**src/rtl/ibex_fetch_realign_fifo_if.sv**
```systemverilog
// Fetch-side and decode-side handshakes of the realigning prefetch buffer, plus the flush request.
interface ibex_fetch_realign_fifo_if #(
    parameter int ADDR_W = 32
);
    logic              clear;
    logic [ADDR_W-1:0] clear_addr;
    logic              in_valid;
    logic              in_ready;
    logic [31:0]       in_rdata;
    logic              in_err;
    logic              out_valid;
    logic              out_ready;
    logic [31:0]       out_rdata;
    logic [ADDR_W-1:0] out_addr;
    logic              out_err;

    modport slave (
        input  clear, clear_addr, in_valid, in_rdata, in_err, out_ready,
        output in_ready, out_valid, out_rdata, out_addr, out_err
    );

    modport master (
        output clear, clear_addr, in_valid, in_rdata, in_err, out_ready,
        input  in_ready, out_valid, out_rdata, out_addr, out_err
    );
endinterface

```
**src/rtl/ibex_fetch_realign_fifo.sv**
```systemverilog
// Word FIFO presenting 16/32-bit instructions realigned to bit 0; a pushed word is visible one cycle later.
// in_ready depends on occupancy only (no pass-through at full); outputs hold while stalled.
module ibex_fetch_realign_fifo #(
    parameter int DEPTH  = 3,
    parameter int ADDR_W = 32
) (
    input  logic                    clk_i,
    input  logic                    rst_i,
    ibex_fetch_realign_fifo_if.slave bus
);
    localparam int PTR_W = $clog2(DEPTH);
    localparam int CNT_W = $clog2(DEPTH + 1);

    logic [31:0]       mem [DEPTH];
    logic [DEPTH-1:0]  err_q;
    logic [PTR_W-1:0]  rd_ptr, wr_ptr, nxt_ptr;
    logic [CNT_W-1:0]  count;
    logic [ADDR_W-1:0] pc, pc_next;

    logic        has1, has2, hw_off, compressed;
    logic [31:0] cur, nxt;
    logic        cur_err, nxt_err;
    logic [15:0] hw;
    logic        push, pop, retire;

    function automatic logic [PTR_W-1:0] ptr_inc(input logic [PTR_W-1:0] p);
        return (p == PTR_W'(DEPTH - 1)) ? '0 : p + PTR_W'(1);
    endfunction

    always_comb begin
        nxt_ptr    = ptr_inc(rd_ptr);
        has1       = (count != '0);
        has2       = (count >= CNT_W'(2));
        hw_off     = pc[1];
        cur        = mem[rd_ptr];
        cur_err    = has1 & err_q[rd_ptr];
        nxt        = has2 ? mem[nxt_ptr] : 32'h0;
        nxt_err    = has2 & err_q[nxt_ptr];
        hw         = hw_off ? cur[31:16] : cur[15:0];
        compressed = (hw[1:0] != 2'b11);

        // An errored head word is presented at once so the fault is never stuck waiting on a refill.
        bus.out_valid = has1 & (compressed | !hw_off | has2 | cur_err);
        bus.out_rdata = hw_off ? {nxt[15:0], cur[31:16]} : cur;
        bus.out_addr  = pc;
        bus.out_err   = cur_err | (hw_off & !compressed & has2 & nxt_err);
        bus.in_ready  = (count < CNT_W'(DEPTH));

        push    = bus.in_valid & bus.in_ready & !bus.clear;
        pop     = bus.out_valid & bus.out_ready & !bus.clear;
        // The head word is done once the instruction reaches its upper half.
        retire  = pop & (hw_off | !compressed);
        pc_next = pc + (compressed ? ADDR_W'(2) : ADDR_W'(4));
    end

    always_ff @(posedge clk_i) begin
        if (push) begin
            mem[wr_ptr] <= bus.in_rdata;
        end
    end

    always_ff @(posedge clk_i) begin
        if (rst_i) begin
            count  <= '0;
            rd_ptr <= '0;
            wr_ptr <= '0;
            pc     <= '0;
            err_q  <= '0;
        end else if (bus.clear) begin
            count  <= '0;
            rd_ptr <= '0;
            wr_ptr <= '0;
            pc     <= bus.clear_addr;
        end else begin
            if (push) begin
                err_q[wr_ptr] <= bus.in_err;
                wr_ptr        <= ptr_inc(wr_ptr);
            end
            if (retire) begin
                rd_ptr <= nxt_ptr;
            end
            if (pop) begin
                pc <= pc_next;
            end
            count <= count + CNT_W'(push) - CNT_W'(retire);
        end
    end
endmodule
```
**src/flat_wrapper.sv**
```systemverilog
// flat-port wrapper written by rule: the top's interface ports become plain ports
module ibex_fetch_realign_fifo_flat 
#(
    parameter int DEPTH  = 3,
    parameter int ADDR_W = 32
)
  (clk_i, rst_i, bus_clear, bus_clear_addr, bus_in_valid, bus_in_rdata, bus_in_err, bus_out_ready, bus_in_ready, bus_out_valid, bus_out_rdata, bus_out_addr, bus_out_err);
  ibex_fetch_realign_fifo_if #(.ADDR_W(ADDR_W)) bus_i ();
  input  logic clk_i;
  input  logic rst_i;
  input wire logic [$bits(bus_i.clear)-1:0] bus_clear;
  input wire logic [$bits(bus_i.clear_addr)-1:0] bus_clear_addr;
  input wire logic [$bits(bus_i.in_valid)-1:0] bus_in_valid;
  input wire logic [$bits(bus_i.in_rdata)-1:0] bus_in_rdata;
  input wire logic [$bits(bus_i.in_err)-1:0] bus_in_err;
  input wire logic [$bits(bus_i.out_ready)-1:0] bus_out_ready;
  output wire logic [$bits(bus_i.in_ready)-1:0] bus_in_ready;
  output wire logic [$bits(bus_i.out_valid)-1:0] bus_out_valid;
  output wire logic [$bits(bus_i.out_rdata)-1:0] bus_out_rdata;
  output wire logic [$bits(bus_i.out_addr)-1:0] bus_out_addr;
  output wire logic [$bits(bus_i.out_err)-1:0] bus_out_err;
  assign bus_i.clear = bus_clear;
  assign bus_i.clear_addr = bus_clear_addr;
  assign bus_i.in_valid = bus_in_valid;
  assign bus_i.in_rdata = bus_in_rdata;
  assign bus_i.in_err = bus_in_err;
  assign bus_i.out_ready = bus_out_ready;
  assign bus_in_ready = bus_i.in_ready;
  assign bus_out_valid = bus_i.out_valid;
  assign bus_out_rdata = bus_i.out_rdata;
  assign bus_out_addr = bus_i.out_addr;
  assign bus_out_err = bus_i.out_err;
  ibex_fetch_realign_fifo #(.DEPTH(DEPTH), .ADDR_W(ADDR_W)) u_core (.clk_i(clk_i), .rst_i(rst_i), .bus(bus_i));
endmodule
```
**config.mk**
```make
export PLATFORM = sky130hd
export DESIGN_NAME = ibex_fetch_realign_fifo_flat
export DESIGN_NICKNAME = d
export VERILOG_FILES = /design/src/rtl/ibex_fetch_realign_fifo_if.sv /design/src/rtl/ibex_fetch_realign_fifo.sv /design/src/flat_wrapper.sv
export SDC_FILE = /design/constraint.sdc
export NUM_CORES = 1
export LEC_CHECK = 0
export BUFFER_PORTS_ARGS = -buffer_cell sky130_fd_sc_hd__buf_4
export CORE_AREA = 2 2 141 129
export DETAILED_ROUTE_END_ITERATION = 8
export DIE_AREA = 0 0 143 131
export GPL_ROUTABILITY_DRIVEN = 0
export GPL_TIMING_DRIVEN = 0
export SKIP_LAST_GASP = 1
export SLEW_MARGIN = 5
export SYNTH_ARGS = -nofsm -noshare
export SYNTH_HDL_FRONTEND = slang
export SYNTH_SLANG_ARGS = --single-unit
```
**constraint.sdc**
```tcl
create_clock -name clk_i -period 5.05 [get_ports clk_i]
set_clock_uncertainty 0.15 [all_clocks]
set_input_delay 1.2625 -clock clk_i [delete_from_list [all_inputs] [get_ports clk_i]]
set_output_delay 1.2625 -clock clk_i [all_outputs]
set_load 0.05 [all_outputs]
```
After elaboration in Yosys (flattened, before gate mapping) --
Memory sizes are Yosys's and may differ from the RTL's. A register that Yosys moved wholly into a read port is not among the register bits. Cells that the tools add are included.
Storage, ports and cells: register bits after elaboration 41, memory bits (writable) 96, input port bits 70, output and inout port bits 67, word-level logic and storage cells 64, memories 1
Memory list:
- u_core.mem | words 3, width 32, read ports 2, clocked after Yosys merged registers in 1, wr ports 1, RTL line ibex_fetch_realign_fifo.sv:14 | logic [31:0] mem [DEPTH];
Cells by class: add/sub/neg operators 5, $lt $le $gt $ge 6, eq/ne operators 3, muxes and demuxes 19, bitwise logic cells 17, reduce and logical (&&, ||, !) cells 8
Operators with widths (count):
- 2-to-1 mux 32 bit | 3
- adder 32 bit | 1
- 2-to-1 mux 16 bit | 1
- bitwise AND 1 bit | 11
- 2-to-1 mux 2 bit | 5
- less-than comparator 2 x 3 -> 1 bit (second input constant) | 3
- 2-to-1 mux 1 bit | 5
- bitwise OR 1 bit | 5
- adder 2 x 1 -> 2 bit (second input constant) | 2
- binary-select mux 1 bit (select 2 bit) | 2
- == test 2 bit (second input constant) | 2
- nonzero test 2 bit | 2
- bitwise mux 3 bit | 1
- logical NOT 1 bit | 3
- 2-to-1 mux 3 bit | 1
- adder 2 x 1 -> 2 bit | 1
- demux 1 bit (select 2 bit) | 1
- >= comparator 2 x 1 -> 1 bit (second input constant) | 1
- >= comparator 2 bit (second input constant) | 1
- less-than comparator 2 bit (second input constant) | 1
- != test 2 bit (second input constant) | 1
- AND reduction 2 bit | 1
- OR reduction 2 bit | 1
- subtractor 2 x 1 -> 2 bit | 1
- 2 further kinds | 2

Logic depth before layout (Yosys ltp) --
Gate-level depths: netlist (run 1).
depth in word-level cells 11, mapped depth 14, gate-level depth less buffers 13

Least setup slack after synthesis (run 1) --
OpenSTA, ideal clock, no wires.
path kind register to output, start register u_core.pc[1] (netlist: u_core.bus.out_addr[1]), end output bus_out_err, data arrival time 3583 ps, data required time 3638 ps, slack 55 ps, stages on the path, launching flop included 9, path buffers 1, path through dfxtp_1 -> clkbuf_1 -> o21ai_0 -> and2_1 -> ha_1 -> o21ai_0 -> a21oi_1 -> a21oi_1 -> a21oi_1
Between the ends: longest elaborated chain between the ends 7
Ends and longest elaborated chain:
- start, declared | RTL line ibex_fetch_realign_fifo.sv:18 | logic [ADDR_W-1:0] pc, pc_next;
- start signal, assigned | RTL line ibex_fetch_realign_fifo.sv:73 | pc <= bus.clear_addr;
- start signal, assigned | RTL line ibex_fetch_realign_fifo.sv:83 | pc <= pc_next;
- 2-to-1 mux 2 bit | RTL line ibex_fetch_realign_fifo.sv:39 | hw = hw_off ? cur[31:16] : cur[15:0];
- != test 2 bit | RTL line ibex_fetch_realign_fifo.sv:40 | compressed = (hw[1:0] != 2'b11);
- logical NOT 1 bit | RTL line ibex_fetch_realign_fifo.sv:46 | bus.out_err = cur_err | (hw_off & !compressed & has2 & nxt_err);
- bitwise AND 1 bit * (3 in series) | RTL line ibex_fetch_realign_fifo.sv:46
- bitwise OR 1 bit * | RTL line ibex_fetch_realign_fifo.sv:46
- end, declared | RTL line flat_wrapper.sv:21 | output wire logic [$bits(bus_i.out_err)-1:0] bus_out_err;
Mark *: on every way between the ends. The rest lies on a longest branch, timed or not.

Final worst setup path (run 1) --
Same ends and word-level chain as after synthesis.

==> impl_metrics.toml, run 1 <==
[power]
switching_power_uw = 773
powerDensity_nw_per_um2 = 331
p_total_uw = 2890
clockPowerShare_pct = 42.4
leakage_uw = 0.00338
p_sw_share_pct = 26.7
seq_power_share_pct = 44.4
max-vdd-ir-drop_v = 0.000241
combPwrFrac_pct = 13.2
intPower_uw = 2120

[detailed_routing]
routed_via_density = 5.20
route.detailed.drc = 0
routed_wl_um = 18800
routedWlPerCell_um = 18.2
firstDrtPassIters = 4
num_vias = 5375
antenna_left = 0
drt_first_iter_violations = 331

[timing]
rsz0062_at_grt = "no"
worst_pin_slew_ns = 0.830
report.final.slew_viol_count = 0
final_hold_viol_count = 0
fin_crit_ns = 4.41
setup_violations = 0
hold_slack_ns = 0.345
fin_crit_sh_pct = 87.3
fmax_ghz = 0.227
max_slew_margin_pct = 44.6

[min_path]
holdPathEnd = "u_core.wr_ptr[1]$_SDFFE_PP0P_"
whs_path_depth = 2
hold_path.class = "reg -> reg"
min_from = "u_core.wr_ptr[1]$_SDFFE_PP0P_"

[layout]
fin_cells = 1033
drive_above_1_share_pct = 25.1
nets = 856
fillers = 1593
diodes = 0
finish.utilization_pct = 50.4
area_growth_pct = 28.6

[floorplan]
die_area_um2 = 18700
die_h_um = 131
io_pins = 137
start_util_pct = 39.2
fp.dieW_um = 143
core_area_um2 = 17300
rows = 46

[grt]
grt_pass1_wl_um = 29100
antenna_found_initial = 0
grt_start_max_net_pins = 33
grt_usage_pct = 20.6
overflow = 0
grt_pass1_vias = 5444

[synth]
syn_avg_cell_area_um2 = 11.0
ys.flop_type = "edfxtp_1"
synth_top_family_by_area = "compound AO/OA/AOI/OAI gates"
synth_edf_count = 96
synth.distinct_cells = 54
ys_seq_elements = 139
ys_seq_area_share_pct = 55.1
synthMuxAreaShare_pct = 10.0
netlist_instances = 620
ys_top_cells_by_count = "edfxtp_1 (96), a21oi_1 (79), mux2i_1 (68)"
synthArstFlopShare_pct = 0
yosysTopAreaCell = "edfxtp_1"
synth-simple-area-share_pct = 12.6
syn_nets = 696
ys_top_cells_by_area = "edfxtp_1 (42%), dfxtp_1 (13%), mux2i_1 (10%)"
synth_xor_area_share_pct = 3.61
yosysMostFrequentCell = "edfxtp_1"
ys_warn_count = 0
synth_area_um2 = 6790
synth_compound_gate_area_share_pct = 12.7
synthAdderAreaFrac_pct = 1.22
yosysTopAreaCellShare_pct = 42.4

[clock_network]
post_cts_buffers = 0
ctsHoldBuffers = 0
path_clk_slew_ns = 0.06
cts_tree = "built"
ctsResizeCount = 0
cts_buffer_depth = 2
cts.sinks = 139
cts-buffers-inserted = 17
clk_latency_ns = 0.43
root_buffer = "clkbuf_16"
htreeDepth = 4

[setup_path]
critical_path_class = "reg -> out"
path_max_fanout = 10
start_kind = "register"
reg2reg_from = "u_core.bus.out_addr[1]$_SDFFE_PP0P_"
reg2reg_slack_ns = 1.45
reg2reg_to = "u_core.bus.out_addr[15]$_SDFFE_PP0P_"
reg2regPathDepth = 11
worstPathRequired_ns = 3.64
worst_ep_arrival_time_ns = 3.00
end_kind = "output port"

[flow_run]
maxCapViolations = 0

[placement]
dp_hpwl_um = 13400
dp.cells = 1001
port_buffers = 135

[run_status]
status = "completed"
## critical path, cell delays in order (launching register included)
cell      delay (ns)
dfxtp_1         0.48
clkbuf_1        0.49
nand2_1         0.10
o21ai_0         0.18
and2_1          0.23
ha_1            0.26
o21ai_0         0.10
a21oi_1         0.18
a21oi_1         0.06
a21oi_1         0.25
buf_4           0.25
## layout make-up
cell class	count	area (um2)	share of cell area [%]
Sequential cell	139	3740	42.9
Multi-Input combinational cell	404	2730	31.3
Timing Repair Buffer	141	1060	12.1
Clock buffer	20	437	5.00
Tap cell	240	300	3.44
Buffer	39	183	2.09
Inverter	38	143	1.63
Clock inverter	12	138	1.58
## cells by family (layout without fill, tap and decap cells)
logic type,count (synthesis),after routing
adder cells (fa/ha/maj),6,6
AO/OA/AOI/OAI,146,146
flip-flops,139,139
multiplexers,68,68
AND/OR/NAND/NOR,156,156
buffers and inverters,77,250
XOR/XNOR,28,28
## worst max-delay path by stage
stage / startpoint / end / slack [ns] / cells after the start
after detailed placement: u_core.bus.out_addr[1]$_SDFFE_PP0P_ / bus_out_err / 1.10 / 10
after floorplan: u_core.bus.out_addr[1]$_SDFFE_PP0P_ / bus_out_err / 0.05 / 8
after global routing: u_core.bus.out_addr[1]$_SDFFE_PP0P_ / bus_out_err / 0.45 / 10
after global placement: bus_clear / u_core.err_q[2]$_SDFFE_PP0P_ / -1.74 / 5
final: u_core.bus.out_addr[1]$_SDFFE_PP0P_ / bus_out_err / 0.64 / 10
after CTS: u_core.bus.out_addr[1]$_SDFFE_PP0P_ / bus_out_err / 0.64 / 10
## metrics by stage
stage | setup slack (ns) | setup TNS [ns] | area, um2
after floorplan | 0.0545 | 0 | 6790
after global placement | -1.74 | -104.03 | 8110
after detailed placement | 1.10 | 0 | 8160
after CTS | 0.638 | 0 | 8740
after global routing | 0.454 | 0 | 8740
final | 0.640 | 0 | 8740
## layout by cell type, fill, tap and decap left out, types with 24 or more instances in the layout
master      n
dfxtp_1    43
nand2_1    26
clkbuf_1   25
o21a_1     24
buf_4     143
edfxtp_1   96
nor2_1     60
a21oi_1    79
inv_1      36
mux2i_1    68
## per-layer routing
metal  part of all wire, %  up-vias  track usage (%)
met5                     0        -                0
met4                   1.5        0             6.81
met3                   4.9       24             4.23
met2                    49      159             35.2
met1                    44     2617             26.3
li1                      -     2575                -
## flip-flops by register name (all words and copies together), names as in the netlist, named ones only
name	count
u_core.err_q	3
u_core.bus.out_addr	32
u_core.rd_ptr	2
u_core.count	2
u_core.mem	96
u_core.wr_ptr	2
## power by group through the flow
stage	logic, uW	clock network [uW]	registers, uW
after detailed placement	384	0	1310
final	382	1230	1280
after global placement	375	0	1310
after CTS	385	1240	1280
after floorplan	179	0	1360
after global routing	407	1290	1290
Power figures use the tool's default switching activity.
==> run 2, diff against run 1 <==
- ABC_AREA: default -> 1
- CORE_AREA: 2 2 141 129 -> 2 2 143 131
- DIE_AREA: 0 0 143 131 -> 0 0 145 133
- SETUP_SLACK_MARGIN: default -> 0.1
- clock period: 5.05 -> 4.3 ns (I/O delays scaled with it)
==> run 2 against run 1 <==
Global-route usage up 1.4 points. Worst setup slack worse by 0.29 ns. Routed wire length grew 12%. Critical endpoint is now bus_out_valid. Register-to-register slack got worse by 0.52 ns. Clock-buffer cell count decreased by 3. Via count up 16%. Sequential cell count unchanged. Clock power is 27% higher.
==> impl_metrics.toml, run 2 <==
[detailed_routing]
firstDrtPassIters = 6
drt_first_iter_violations = 515
num_vias = 6209
route.detailed.drc = 0
routedWlPerCell_um = 17.6
antenna_left = 0
routed_via_density = 5.16
routed_wl_um = 21200

[setup_path]
end_kind = "output port"
start_kind = "register"
path_max_fanout = 10
worst_ep_arrival_time_ns = 2.73
critical_path_class = "reg -> out"
worstPathRequired_ns = 3.07

[clock_network]
htreeDepth = 4
cts.sinks = 139
cts_tree = "built"
cts-buffers-inserted = 17
clk_latency_ns = 0.42
path_clk_slew_ns = 0.06
cts_buffer_depth = 2
ctsHoldBuffers = 0
post_cts_buffers = 0
root_buffer = "clkbuf_16"

[synth]
ys_seq_elements = 139
ys_top_cells_by_area = "edfxtp_1 (41%), dfxtp_1 (12%), nand2_1 (9.6%)"
yosysTopAreaCell = "edfxtp_1"
synth_area_um2 = 6990
ys_top_cells_by_count = "nand2_1 (179), edfxtp_1 (96), nor2_1 (89)"
yosysTopAreaCellShare_pct = 41.2
syn_avg_cell_area_um2 = 8.87
synth_edf_count = 96
synthArstFlopShare_pct = 0
ys.flop_type = "edfxtp_1"
ys_warn_count = 0
ys_seq_area_share_pct = 53.6
netlist_instances = 788
yosysMostFrequentCell = "nand2_1"
synth.distinct_cells = 42
syn_nets = 864

[grt]
antenna_found_initial = 0
grt_pass1_wl_um = 32400
grt_usage_pct = 22.0
overflow = 0
grt_start_max_net_pins = 28
grt_pass1_vias = 5819

[floorplan]
core_area_um2 = 17900
rows = 47
fp.dieW_um = 145
io_pins = 137
start_util_pct = 39.0
die_h_um = 133
die_area_um2 = 19300

[timing]
max_slew_margin_pct = 53.1
fin_crit_ns = 3.96
final_hold_viol_count = 0
totalNegativeSetupSlack_ns = 0
report.final.slew_viol_count = 0
fmax_ghz = 0.253
hold_slack_ns = 0.331
worst_pin_slew_ns = 0.703
rsz0062_at_grt = "no"
fin_crit_sh_pct = 92.0
setup_violations = 0

[layout]
fillers = 1727
nets = 1022
area.sequential_um2 = 3740
drive_above_1_share_pct = 22.7
top_register = "u_core.mem"
diodes = 0
largest_reg_flops = 96
area_growth_pct = 29.4
mostFrequentLayoutCells = "nand2_1 (178), buf_4 (137), edfxtp_1 (96)"
multi_input_area_um2 = 2890
fin_cells = 1204
final_common_cell = "nand2_1"

[power]
p_total_uw = 3600
powerDensity_nw_per_um2 = 398
leakage_uw = 0.00345
max-vdd-ir-drop_v = 0.000288

[placement]
dp_hpwl_um = 15200
dp.cells = 1172
port_buffers = 136

[min_path]
hold_path.class = "reg -> reg"
min_from = "u_core.wr_ptr[0]$_SDFFE_PP0P_"

[flow_run]
maxCapViolations = 0

[run_status]
status = "completed"
[run 2: cell count changes after synthesis, moves of 7 or more]
| cell | change |
|---|---|
| nor3_1 | -15 |
| nand3_1 | +57 |
| o211ai_1 | +20 |
| nand2_1 | +153 |
| o21a_1 | -24 |
| mux2i_1 | -68 |
| a21oi_1 | -33 |
| xor2_1 | -8 |
| a22o_1 | +7 |
| nor2_1 | +29 |
| o21ai_0 | +46 |
| a211oi_2 | +8 |
| inv_1 | +17 |
[run 2: power breakdown]
group	internal [uW]	switching [uW]	total [uW]
clock	936	621	1560
sequential	1470	41.0	1510
combinational	176	358	534
total	2580	1020	3600
[run 2: worst max-delay path: stages, from the launching register on]
cell	delay, ns
dfxtp_2	0.36
inv_1	0.17
clkbuf_4	0.24
o211ai_1	0.12
a22oi_2	0.26
nand2_2	0.17
inv_1	0.14
ha_1	0.19
inv_1	0.05
nor2_1	0.16
nand3_4	0.13
nand2_1	0.08
inv_1	0.06
buf_4	0.19
[run 2: metal layers]
metal	part of all wire (%)	global-route usage, %
met1	46	31.7
met2	45	33.5
met3	7.6	5.17
met4	1.1	5.45
met5	0	0
[run 2: worst paths after layout]
path                            cells after the start  slack [ns]                                    to
worst max-delay path                               13        0.34                         bus_out_valid
worst min-delay path                                2        0.33         u_core.wr_ptr[0]$_SDFFE_PP0P_
worst max register to register                     16        0.93  u_core.bus.out_addr[27]$_SDFFE_PP0P_
worst min register to register                      2        0.33         u_core.wr_ptr[0]$_SDFFE_PP0P_
[run 2: what timing repair did]
item,in CTS,in global routing
resized for setup,0,6
endpoints found under the hold margin,0,0
setup endpoints to repair,0,1
[run 2: stage by stage]
step	area (um2)	setup slack [ns]	utilization, %
global route	9040	0.120	50.4
finish	9040	0.345	50.4
CTS	9030	0.112	50.4
global placement	8330	-0.567	46.4
detailed placement	8410	0.570	46.9
floorplan	7000	0.215	-
[run 2: layout make-up]
cell class,instances,share of cell area (%)
clock buffers,17,4.71
inverters,60,2.49
repair buffers,139,12.0
multi-input cells,555,32.0
flip-flops and latches,139,41.4
clock inverters,15,2.21
well taps,245,3.39
plain buffers,34,1.85
[run 2: cell families after synthesis]
kind of cell	after synthesis	synth area share, %
buf+inv	94	5.57
simple gates	362	22.8
fa+ha+maj	6	1.18
compound gates	173	15.1
xor+xnor	14	1.75
flops	139	53.6
